===== config.mk =====
export PLATFORM = sky130hd
export DESIGN_NAME = fpu_div_seq
export DESIGN_NICKNAME = d
export VERILOG_FILES = /design/src/rtl/fpu_pkg.sv /design/src/rtl/fpu_round.sv /design/src/rtl/fpu_div_seq.sv
export SDC_FILE = /design/constraint.sdc
export NUM_CORES = 1
export LEC_CHECK = 0
export BUFFER_PORTS_ARGS = -buffer_cell sky130_fd_sc_hd__buf_2
export CAP_MARGIN = 20
export CORE_UTILIZATION = 50
export DETAILED_ROUTE_END_ITERATION = 16
export HOLD_SLACK_MARGIN = 0.1
export PLACE_DENSITY = 0.81
export SLEW_MARGIN = 40
export SYNTH_ARGS = -nofsm -noshare
export SYNTH_HDL_FRONTEND = slang
export SYNTH_SLANG_ARGS = --single-unit

===== constraint.sdc =====
create_clock -name clk -period 2.5 [get_ports clk]
set_clock_uncertainty 0.15 [all_clocks]
set_input_delay 0.5 -clock clk [delete_from_list [all_inputs] [get_ports clk]]
set_output_delay 0.5 -clock clk [all_outputs]
set_load 0.05 [all_outputs]

===== src/rtl/fpu_pkg.sv =====
// Shared FPU definitions: rounding modes, flag layout, operand classes
// and helpers for the special encodings of a given format.
package fpu_pkg;

    localparam logic [2:0] RM_RNE = 3'b000;
    localparam logic [2:0] RM_RTZ = 3'b001;
    localparam logic [2:0] RM_RDN = 3'b010;
    localparam logic [2:0] RM_RUP = 3'b011;
    localparam logic [2:0] RM_RMM = 3'b100;

    localparam int FL_NV = 4;
    localparam int FL_DZ = 3;
    localparam int FL_OF = 2;
    localparam int FL_UF = 1;
    localparam int FL_NX = 0;

    typedef enum logic [2:0] {
        CLS_ZERO,
        CLS_NORM,
        CLS_INF,
        CLS_QNAN,
        CLS_SNAN
    } cls_t;

    // Encodings are built in 64 bits; callers truncate to their width.
    function automatic logic [63:0] fp_qnan(input int ew, input int mw);
        fp_qnan = (((64'd1 << ew) - 64'd1) << mw)
                | (64'd1 << (mw - 1));
    endfunction

    function automatic logic [63:0] fp_maxf(input int ew, input int mw);
        fp_maxf = (((64'd1 << ew) - 64'd2) << mw)
                | ((64'd1 << mw) - 64'd1);
    endfunction

endpackage


===== src/rtl/fpu_round.sv =====
// Rounding increment for a truncated fraction with guard and sticky,
// reporting the carry out of the fraction field.
module fpu_round #(
    parameter int MAN_W = 23
) (
    input  logic             i_sign,
    input  logic [MAN_W-1:0] i_frac,
    input  logic             i_guard,
    input  logic             i_sticky,
    input  logic [2:0]       i_rm,
    output logic [MAN_W-1:0] o_frac,
    output logic             o_carry
);
    import fpu_pkg::*;

    logic w_up;

    always_comb begin
        w_up = 1'b0;
        unique case (i_rm)
            RM_RTZ:  w_up = 1'b0;
            RM_RDN:  w_up = i_sign & (i_guard | i_sticky);
            RM_RUP:  w_up = ~i_sign & (i_guard | i_sticky);
            RM_RMM:  w_up = i_guard;
            default: w_up = i_guard & (i_sticky | i_frac[0]);
        endcase
    end

    assign {o_carry, o_frac} = {1'b0, i_frac} + (MAN_W + 1)'(w_up);

endmodule


===== src/rtl/fpu_div_seq.sv =====
// Sequential IEEE-754 divider: radix-2 restoring mantissa division,
// one quotient bit per clock, DAZ/FTZ, all RISC-V rounding modes.
module fpu_div_seq #(
    parameter int EXP_W = 8,
    parameter int MAN_W = 23
) (
    input  logic                 clk,
    input  logic                 rst_n,
    input  logic                 flush,
    input  logic                 in_valid,
    output logic                 in_ready,
    input  logic [EXP_W+MAN_W:0] a,
    input  logic [EXP_W+MAN_W:0] b,
    input  logic [2:0]           rm,
    output logic                 out_valid,
    input  logic                 out_ready,
    output logic [EXP_W+MAN_W:0] result,
    output logic [4:0]           flags
);
    import fpu_pkg::*;

    localparam int W     = 1 + EXP_W + MAN_W;
    localparam int EW2   = EXP_W + 2;
    localparam int BIAS  = (2 ** (EXP_W - 1)) - 1;
    localparam int DIV_N = MAN_W + 2;
    localparam int CW    = $clog2(DIV_N + 1);

    localparam logic [W-1:0] QNAN = W'(fp_qnan(EXP_W, MAN_W));
    localparam logic [W-2:0] MAXF = (W - 1)'(fp_maxf(EXP_W, MAN_W));
    localparam logic signed [EW2-1:0] EMAX = EW2'((2 ** EXP_W) - 1);

    typedef enum logic [1:0] {
        S_IDLE,
        S_DIV,
        S_ROUND,
        S_DONE
    } state_t;

    state_t                r_state;
    logic                  r_rnd_ph;
    logic [CW-1:0]         r_cnt;
    logic [2:0]            r_rm;
    logic                  r_sign;
    logic signed [EW2-1:0] r_exp;
    logic [MAN_W+1:0]      r_rem;
    logic [MAN_W:0]        r_div;
    logic [MAN_W:0]        r_q;
    logic                  r_special;
    logic [W-1:0]          r_sres;
    logic [4:0]            r_sflg;
    logic [MAN_W-1:0]      r_rfrac;
    logic                  r_rcarry;
    logic                  r_inexact;
    logic [W-1:0]          r_result;
    logic [4:0]            r_flags;
    logic                  r_out_valid;
    logic                  r_in_ready;

    function automatic cls_t classify(
        input logic [EXP_W-1:0] e,
        input logic [MAN_W-1:0] f
    );
        if (e == '0)
            classify = CLS_ZERO;
        else if (e != '1)
            classify = CLS_NORM;
        else if (f == '0)
            classify = CLS_INF;
        else if (f[MAN_W-1])
            classify = CLS_QNAN;
        else
            classify = CLS_SNAN;
    endfunction

    logic [EXP_W-1:0]      w_ea;
    logic [EXP_W-1:0]      w_eb;
    logic [MAN_W:0]        w_ma;
    logic [MAN_W:0]        w_mb;
    logic                  w_pre;
    logic                  w_sign;
    logic signed [EW2-1:0] w_e0;
    cls_t                  w_ca;
    cls_t                  w_cb;

    assign w_ea   = a[W-2 -: EXP_W];
    assign w_eb   = b[W-2 -: EXP_W];
    assign w_ma   = {1'b1, a[MAN_W-1:0]};
    assign w_mb   = {1'b1, b[MAN_W-1:0]};
    assign w_pre  = w_ma < w_mb;
    assign w_sign = a[W-1] ^ b[W-1];
    assign w_ca   = classify(w_ea, a[MAN_W-1:0]);
    assign w_cb   = classify(w_eb, b[MAN_W-1:0]);
    assign w_e0   = EW2'(w_ea) - EW2'(w_eb) + EW2'(BIAS) - EW2'(w_pre);

    logic         w_nan_a;
    logic         w_nan_b;
    logic         w_snan;
    logic         w_zz;
    logic         w_ii;
    logic         w_spec;
    logic [W-1:0] w_sres;
    logic [4:0]   w_sflg;
    logic [W-1:0] w_sinf;
    logic [W-1:0] w_szero;

    assign w_nan_a = (w_ca == CLS_QNAN) || (w_ca == CLS_SNAN);
    assign w_nan_b = (w_cb == CLS_QNAN) || (w_cb == CLS_SNAN);
    assign w_snan  = (w_ca == CLS_SNAN) || (w_cb == CLS_SNAN);
    assign w_zz    = (w_ca == CLS_ZERO) && (w_cb == CLS_ZERO);
    assign w_ii    = (w_ca == CLS_INF) && (w_cb == CLS_INF);
    assign w_sinf  = {w_sign, {EXP_W{1'b1}}, {MAN_W{1'b0}}};
    assign w_szero = {w_sign, {(W - 1){1'b0}}};

    // Special operands resolved at accept, in priority order.
    always_comb begin
        w_spec = 1'b1;
        w_sres = QNAN;
        w_sflg = '0;
        if (w_nan_a || w_nan_b || w_zz || w_ii) begin
            w_sflg[FL_NV] = w_snan | w_zz | w_ii;
        end else if (w_ca == CLS_NORM && w_cb == CLS_ZERO) begin
            w_sres        = w_sinf;
            w_sflg[FL_DZ] = 1'b1;
        end else if (w_ca == CLS_INF) begin
            w_sres = w_sinf;
        end else if (w_cb == CLS_INF || w_ca == CLS_ZERO) begin
            w_sres = w_szero;
        end else begin
            w_spec = 1'b0;
        end
    end

    logic           w_ge;
    logic [MAN_W:0] w_sub;
    logic [MAN_W:0] w_nrem;

    assign w_ge   = r_rem >= {1'b0, r_div};
    assign w_sub  = r_rem[MAN_W:0] - r_div;
    assign w_nrem = w_ge ? w_sub : r_rem[MAN_W:0];

    logic [MAN_W-1:0] w_rfrac;
    logic             w_rcarry;
    logic             w_sticky;

    assign w_sticky = |r_rem;

    fpu_round #(
        .MAN_W (MAN_W)
    ) u_round (
        .i_sign   (r_sign),
        .i_frac   (r_q[MAN_W:1]),
        .i_guard  (r_q[0]),
        .i_sticky (w_sticky),
        .i_rm     (r_rm),
        .o_frac   (w_rfrac),
        .o_carry  (w_rcarry)
    );

    logic signed [EW2-1:0] w_efin;
    logic                  w_of;
    logic                  w_uf;
    logic [W-1:0]          w_inf;
    logic [W-1:0]          w_max;
    logic [W-1:0]          w_pres;
    logic [4:0]            w_pflg;

    assign w_efin = r_exp + EW2'(r_rcarry);
    assign w_of   = w_efin >= EMAX;
    assign w_uf   = w_efin[EW2-1] | (w_efin == '0);
    assign w_inf  = {r_sign, {EXP_W{1'b1}}, {MAN_W{1'b0}}};
    assign w_max  = {r_sign, MAXF};

    always_comb begin
        w_pres        = {r_sign, w_efin[EXP_W-1:0], r_rfrac};
        w_pflg        = '0;
        w_pflg[FL_NX] = r_inexact;
        if (r_special) begin
            w_pres = r_sres;
            w_pflg = r_sflg;
        end else if (w_of) begin
            w_pflg[FL_OF] = 1'b1;
            w_pflg[FL_NX] = 1'b1;
            unique case (r_rm)
                RM_RTZ:  w_pres = w_max;
                RM_RDN:  w_pres = r_sign ? w_inf : w_max;
                RM_RUP:  w_pres = r_sign ? w_max : w_inf;
                default: w_pres = w_inf;
            endcase
        end else if (w_uf) begin
            w_pres        = {r_sign, {(W - 1){1'b0}}};
            w_pflg[FL_UF] = 1'b1;
            w_pflg[FL_NX] = 1'b1;
        end
    end

    always_ff @(posedge clk or negedge rst_n) begin
        if (!rst_n) begin
            r_state     <= S_IDLE;
            r_rnd_ph    <= 1'b0;
            r_cnt       <= '0;
            r_rm        <= '0;
            r_sign      <= 1'b0;
            r_exp       <= '0;
            r_rem       <= '0;
            r_div       <= '0;
            r_q         <= '0;
            r_special   <= 1'b0;
            r_sres      <= '0;
            r_sflg      <= '0;
            r_rfrac     <= '0;
            r_rcarry    <= 1'b0;
            r_inexact   <= 1'b0;
            r_result    <= '0;
            r_flags     <= '0;
            r_out_valid <= 1'b0;
            r_in_ready  <= 1'b1;
        end else if (flush) begin
            r_state     <= S_IDLE;
            r_rnd_ph    <= 1'b0;
            r_cnt       <= '0;
            r_out_valid <= 1'b0;
            r_in_ready  <= 1'b1;
        end else begin
            unique case (r_state)
                S_IDLE: begin
                    if (in_valid) begin
                        r_state    <= S_DIV;
                        r_in_ready <= 1'b0;
                        r_cnt      <= '0;
                        r_rm       <= rm;
                        r_sign     <= w_sign;
                        r_exp      <= w_e0;
                        r_rem      <= w_pre ? {w_ma, 1'b0} : {1'b0, w_ma};
                        r_div      <= w_mb;
                        r_q        <= '0;
                        r_special  <= w_spec;
                        r_sres     <= w_sres;
                        r_sflg     <= w_sflg;
                    end
                end
                S_DIV: begin
                    // The integer bit falls off the top after the last step.
                    r_q   <= {r_q[MAN_W-1:0], w_ge};
                    r_rem <= {w_nrem, 1'b0};
                    r_cnt <= r_cnt + 1'b1;
                    if (r_cnt == CW'(DIV_N - 1)) begin
                        r_state  <= S_ROUND;
                        r_rnd_ph <= 1'b0;
                    end
                end
                S_ROUND: begin
                    if (!r_rnd_ph) begin
                        r_rfrac   <= w_rfrac;
                        r_rcarry  <= w_rcarry;
                        r_inexact <= r_q[0] | w_sticky;
                        r_rnd_ph  <= 1'b1;
                    end else begin
                        r_result    <= w_pres;
                        r_flags     <= w_pflg;
                        r_out_valid <= 1'b1;
                        r_rnd_ph    <= 1'b0;
                        r_state     <= S_DONE;
                    end
                end
                S_DONE: begin
                    if (out_ready) begin
                        r_out_valid <= 1'b0;
                        r_in_ready  <= 1'b1;
                        r_state     <= S_IDLE;
                    end
                end
                default: r_state <= S_IDLE;
            endcase
        end
    end

    assign in_ready  = r_in_ready;
    assign out_valid = r_out_valid;
    assign result    = r_result;
    assign flags     = r_flags;

endmodule

==> impl_metrics.py <==
metrics = {
    "sta": {
        "final_hold_viol_count": 0,
        "setup_viol_count_final": 84,
        "fin_crit_sh_pct": 137,
        "max_slew_margin_pct": 62.0,
        "finalCriticalPeriod_ns": 3.44,
        "drv_slew": 0,
        "tightest_slew_ns": 0.570,
        "max_freq_mhz": 291,
        "rsz0062_at_grt": "true",
        "fin_ws_ns": -0.937,
    },
    "yosys": {
        "synth_cell_types": 72,
        "synthArstFlopShare_pct": 100,
        "yosys_warnings": 0,
        "yosysTopAreaCell": "dfrtp_1",
        "synth_seq_area_share_pct": 39.3,
        "synth_top_area_share_pct": 39.0,
        "synthFlopType": "dfrtp_1",
        "synth.area.top_cells": "dfrtp_1 (39%), ha_1 (8.8%), nand2_1 (5.7%), o21ai_0 (4.3%), a21oi_1 (4.1%)",
        "syn_area_per_cell_um2": 8.85,
        "netlist_area_um2": 10500,
        "syn_inst": 1189,
        "synth_edf_count": 0,
        "syn_nets": 1338,
        "ys_ff_latch": 165,
    },
    "final_layout": {
        "n_antenna_cell": 0,
        "final_common_cell": "buf_4",
        "area_delta_synth_final_pct": 49.5,
        "drive_above_1_share_pct": 42.4,
        "final_core_util_pct": 76.9,
        "design_area_um2": 15700,
        "layout_common_cells": "buf_4 (237), dfrtp_1 (158), nand2_1 (148)",
        "nets": 1709,
    },
    "grt": {
        "grt_max_degree": 51,
        "grt-ovfl-total": 0,
        "grt_pass1_vias": 10800,
        "grt.total_usage_pct": 31.7,
        "grt_pass1_wl_um": 54400,
        "antenna_found_initial": 0,
    },
    "min_path": {
        "worst_hold_path.num_cells": 3,
        "hp-start": "b[17]",
        "hold_end": "r_div[17]$_DFFE_PN0P_",
        "hp-class": "input port to flip-flop",
    },
    "placement": {
        "dp_slack_ns": -1.52,
        "port_buffers": 110,
        "postPlaceCellArea_um2": 13300,
        "place_congestion": 0.926,
        "dpl.hpwl_um": 22500,
    },
    "power_and_ir_drop": {
        "power_switching_uw": 10100,
        "p_leak_uw": 0.00741,
        "seqPwrFrac_pct": 20.5,
        "p_int_uw": 12200,
        "ir_worst_vdd_v": 0.000736,
        "p_per_area_nw_per_um2": 1420,
        "swShare_pct": 45.3,
        "combPwrFrac_pct": 67.5,
        "clkPwrFrac_pct": 12.0,
    },
    "cts": {
        "h-tree-depth": 4,
        "cts_root_buffer": "clkbuf_16",
        "cts.sinks": 165,
        "tritoncts": "built",
        "cts.clk_slew.worst_paths_ns": 0.08,
        "cts_buffers": 17,
        "clock_path_buffers": 2,
        "clkLatencyLatePin_ns": 0.44,
    },
    "die": {
        "initial_core_util_pct": 51.5,
        "die_x_um": 147,
        "io_pins": 111,
        "coreArea_um2": 20400,
        "fp-row-count": 52,
        "die-area_um2": 21600,
        "die_h_um": 147,
    },
    "setup_path": {
        "cp-start-kind": "input port",
        "crit_fanout": 2,
        "slowest_delay_ns": 0.37,
        "cp.arrival_ns": 3.59,
        "critPathCaptureType": "flip-flop",
        "crit_top_cell": "buf_6",
        "worstReg2RegEnd": "r_rem[24]$_DFFE_PN0P_",
        "path_cells": "buf_8 > inv_4 > ha_4 > a21o_1 > a211oi_2 > o211ai_1 > a21oi_2 > o21a_1 > inv_2 > ha_4 > ha_4 > fa_2 > buf_4 > buf_6 > buf_6 > buf_6 > buf_6 > buf_6 > buf_6 > xnor2_2 > o21ai_1",
        "worst_path_max_delay_cell": "fa_2",
        "r2r_start": "r_div[1]$_DFFE_PN0P_",
        "reg2regPathDepth": 12,
        "critical_path_required_ns": 2.65,
        "rrSetupSlack_ns": -0.51,
        "setup.worst_path.class": "input port to flip-flop",
    },
    "status": {
        "violations": "negative setup slack",
        "status": "finished, violations left",
    },
    "drt": {
        "drtPass1Iterations": 6,
        "initialDrtViolationCount": 951,
        "vias": 11100,
        "ant_nets": 0,
        "totalWireLength_um": 37300,
        "drcViolationCount": 0,
        "wl_per_cell_um": 20.2,
        "post_drt_via_cell_ratio": 6.04,
    },
    "flow_run": {
        "cap_viol_max_count": 0,
    },
}
-- power groups by stage --
stage | combinational, µW | clock, µW | sequential, µW
finish | 15100 | 2690 | 4590
global route | 16000 | 2810 | 4660
CTS | 12800 | 2660 | 4430
detailed placement | 11300 | 0 | 4400
global placement | 11000 | 0 | 4330
floorplan | 6230 | 0 | 5150
-- worst max path at each step --
| stage | from | end | cells after the start |
|---|---|---|---|
| 2_1_floorplan | b[21] | r_exp[9]$_DFFE_PN0P_ | 20 |
| 3_5_place_dp | b[21] | r_exp[9]$_DFFE_PN0P_ | 18 |
| 3_3_place_gp | b[21] | r_exp[9]$_DFFE_PN0P_ | 18 |
| 4_1_cts | b[9] | r_exp[7]$_DFFE_PN0P_ | 19 |
| 6_report | b[9] | r_exp[3]$_DFFE_PN0P_ | 21 |
| 5_1_grt | b[9] | r_exp[7]$_DFFE_PN0P_ | 19 |
-- cell families (layout without fill, tap and decap cells) --
family / count (synthesis) / after routing / share of synthesized area (%)
buffers and inverters: 141 / 525 / 5.38
xor gates and xnor gates: 64 / 64 / 5.33
AOI/OAI and AO/OA: 337 / 337 / 20.7
muxes: 40 / 40 / 3.93
DFF: 165 / 165 / 39.3
adders and majority gates: 77 / 77 / 9.37
and+or+nand+nor: 365 / 365 / 16.0
-- through the flow --
step | hold WS, ns | TNS (ns) | total power [µW] | cells
6_report | 0.132 | -21.39 | 22300 | 1843
3_5_place_dp | 0.300 | -27.49 | 15700 | 1749
5_1_grt | 0.142 | -25.84 | 23400 | 1843
2_1_floorplan | 0.0544 | -9.79 | 11400 | 1189
4_1_cts | 0.126 | -12.69 | 19900 | 1824
3_3_place_gp | 0.283 | -24.47 | 15400 | 1749
-- synth_stat cells, drive strengths merged (22+ instances only) --
cell type  instances
a21o              26
a21oi             88
a22o              25
clkbuf            37
dfrtp            164
ha                74
inv               91
mux2i             30
nand2            160
nor2              80
o21ai             97
xnor2             42
xor2              22
-- registers in the layout, indices dropped and copies added, names as in the netlist, 3 cells and up --
name and count:
result 32, r_q 24, r_rfrac 23, r_cnt 5, r_rm 3, r_sres 3, flags 5, r_exp 10
r_div 24, r_rem 25
-- worst max-delay path: cells and delay by family --
kind	cells	cell delay, ns
adder cells (fa/ha/maj)	4	0.90
AO/OA/AOI/OAI	6	1.04
buffers and inverters	10	0.99
XOR/XNOR	1	0.14
-- layer usage --
layer | part of all wire (%) | up-vias | GRT usage [%]
met5 | 0 | - | 0
met3 | 6.4 | 184 | 4.44
met2 | 50 | 613 | 54.9
li1 | - | 4965 | -
met4 | 6.1 | 0 | 16.8
met1 | 38 | 5366 | 38.2
-- area by class of cell --
cell class	instances	area [µm²]
clock buffers	17	425
clock inverters	15	164
repair buffers	402	3120
well taps	270	338
multi-input cells	883	7170
inverters	91	359
fillers	1195	4710
flip-flops and latches	165	4140
-- timing repair --
| item | in CTS | in global routing |
|---|---|---|
| hold buffers | 1 | 0 |
| resized for setup | 152 | 143 |
| hold endpoints to repair | 46 | 0 |
| cloned | 4 | 3 |
| setup endpoints to repair | 84 | 89 |
| setup buffers | 40 | 24 |
| pin swaps | 92 | 71 |
Note: power is estimated with default switching activity, not from simulation.
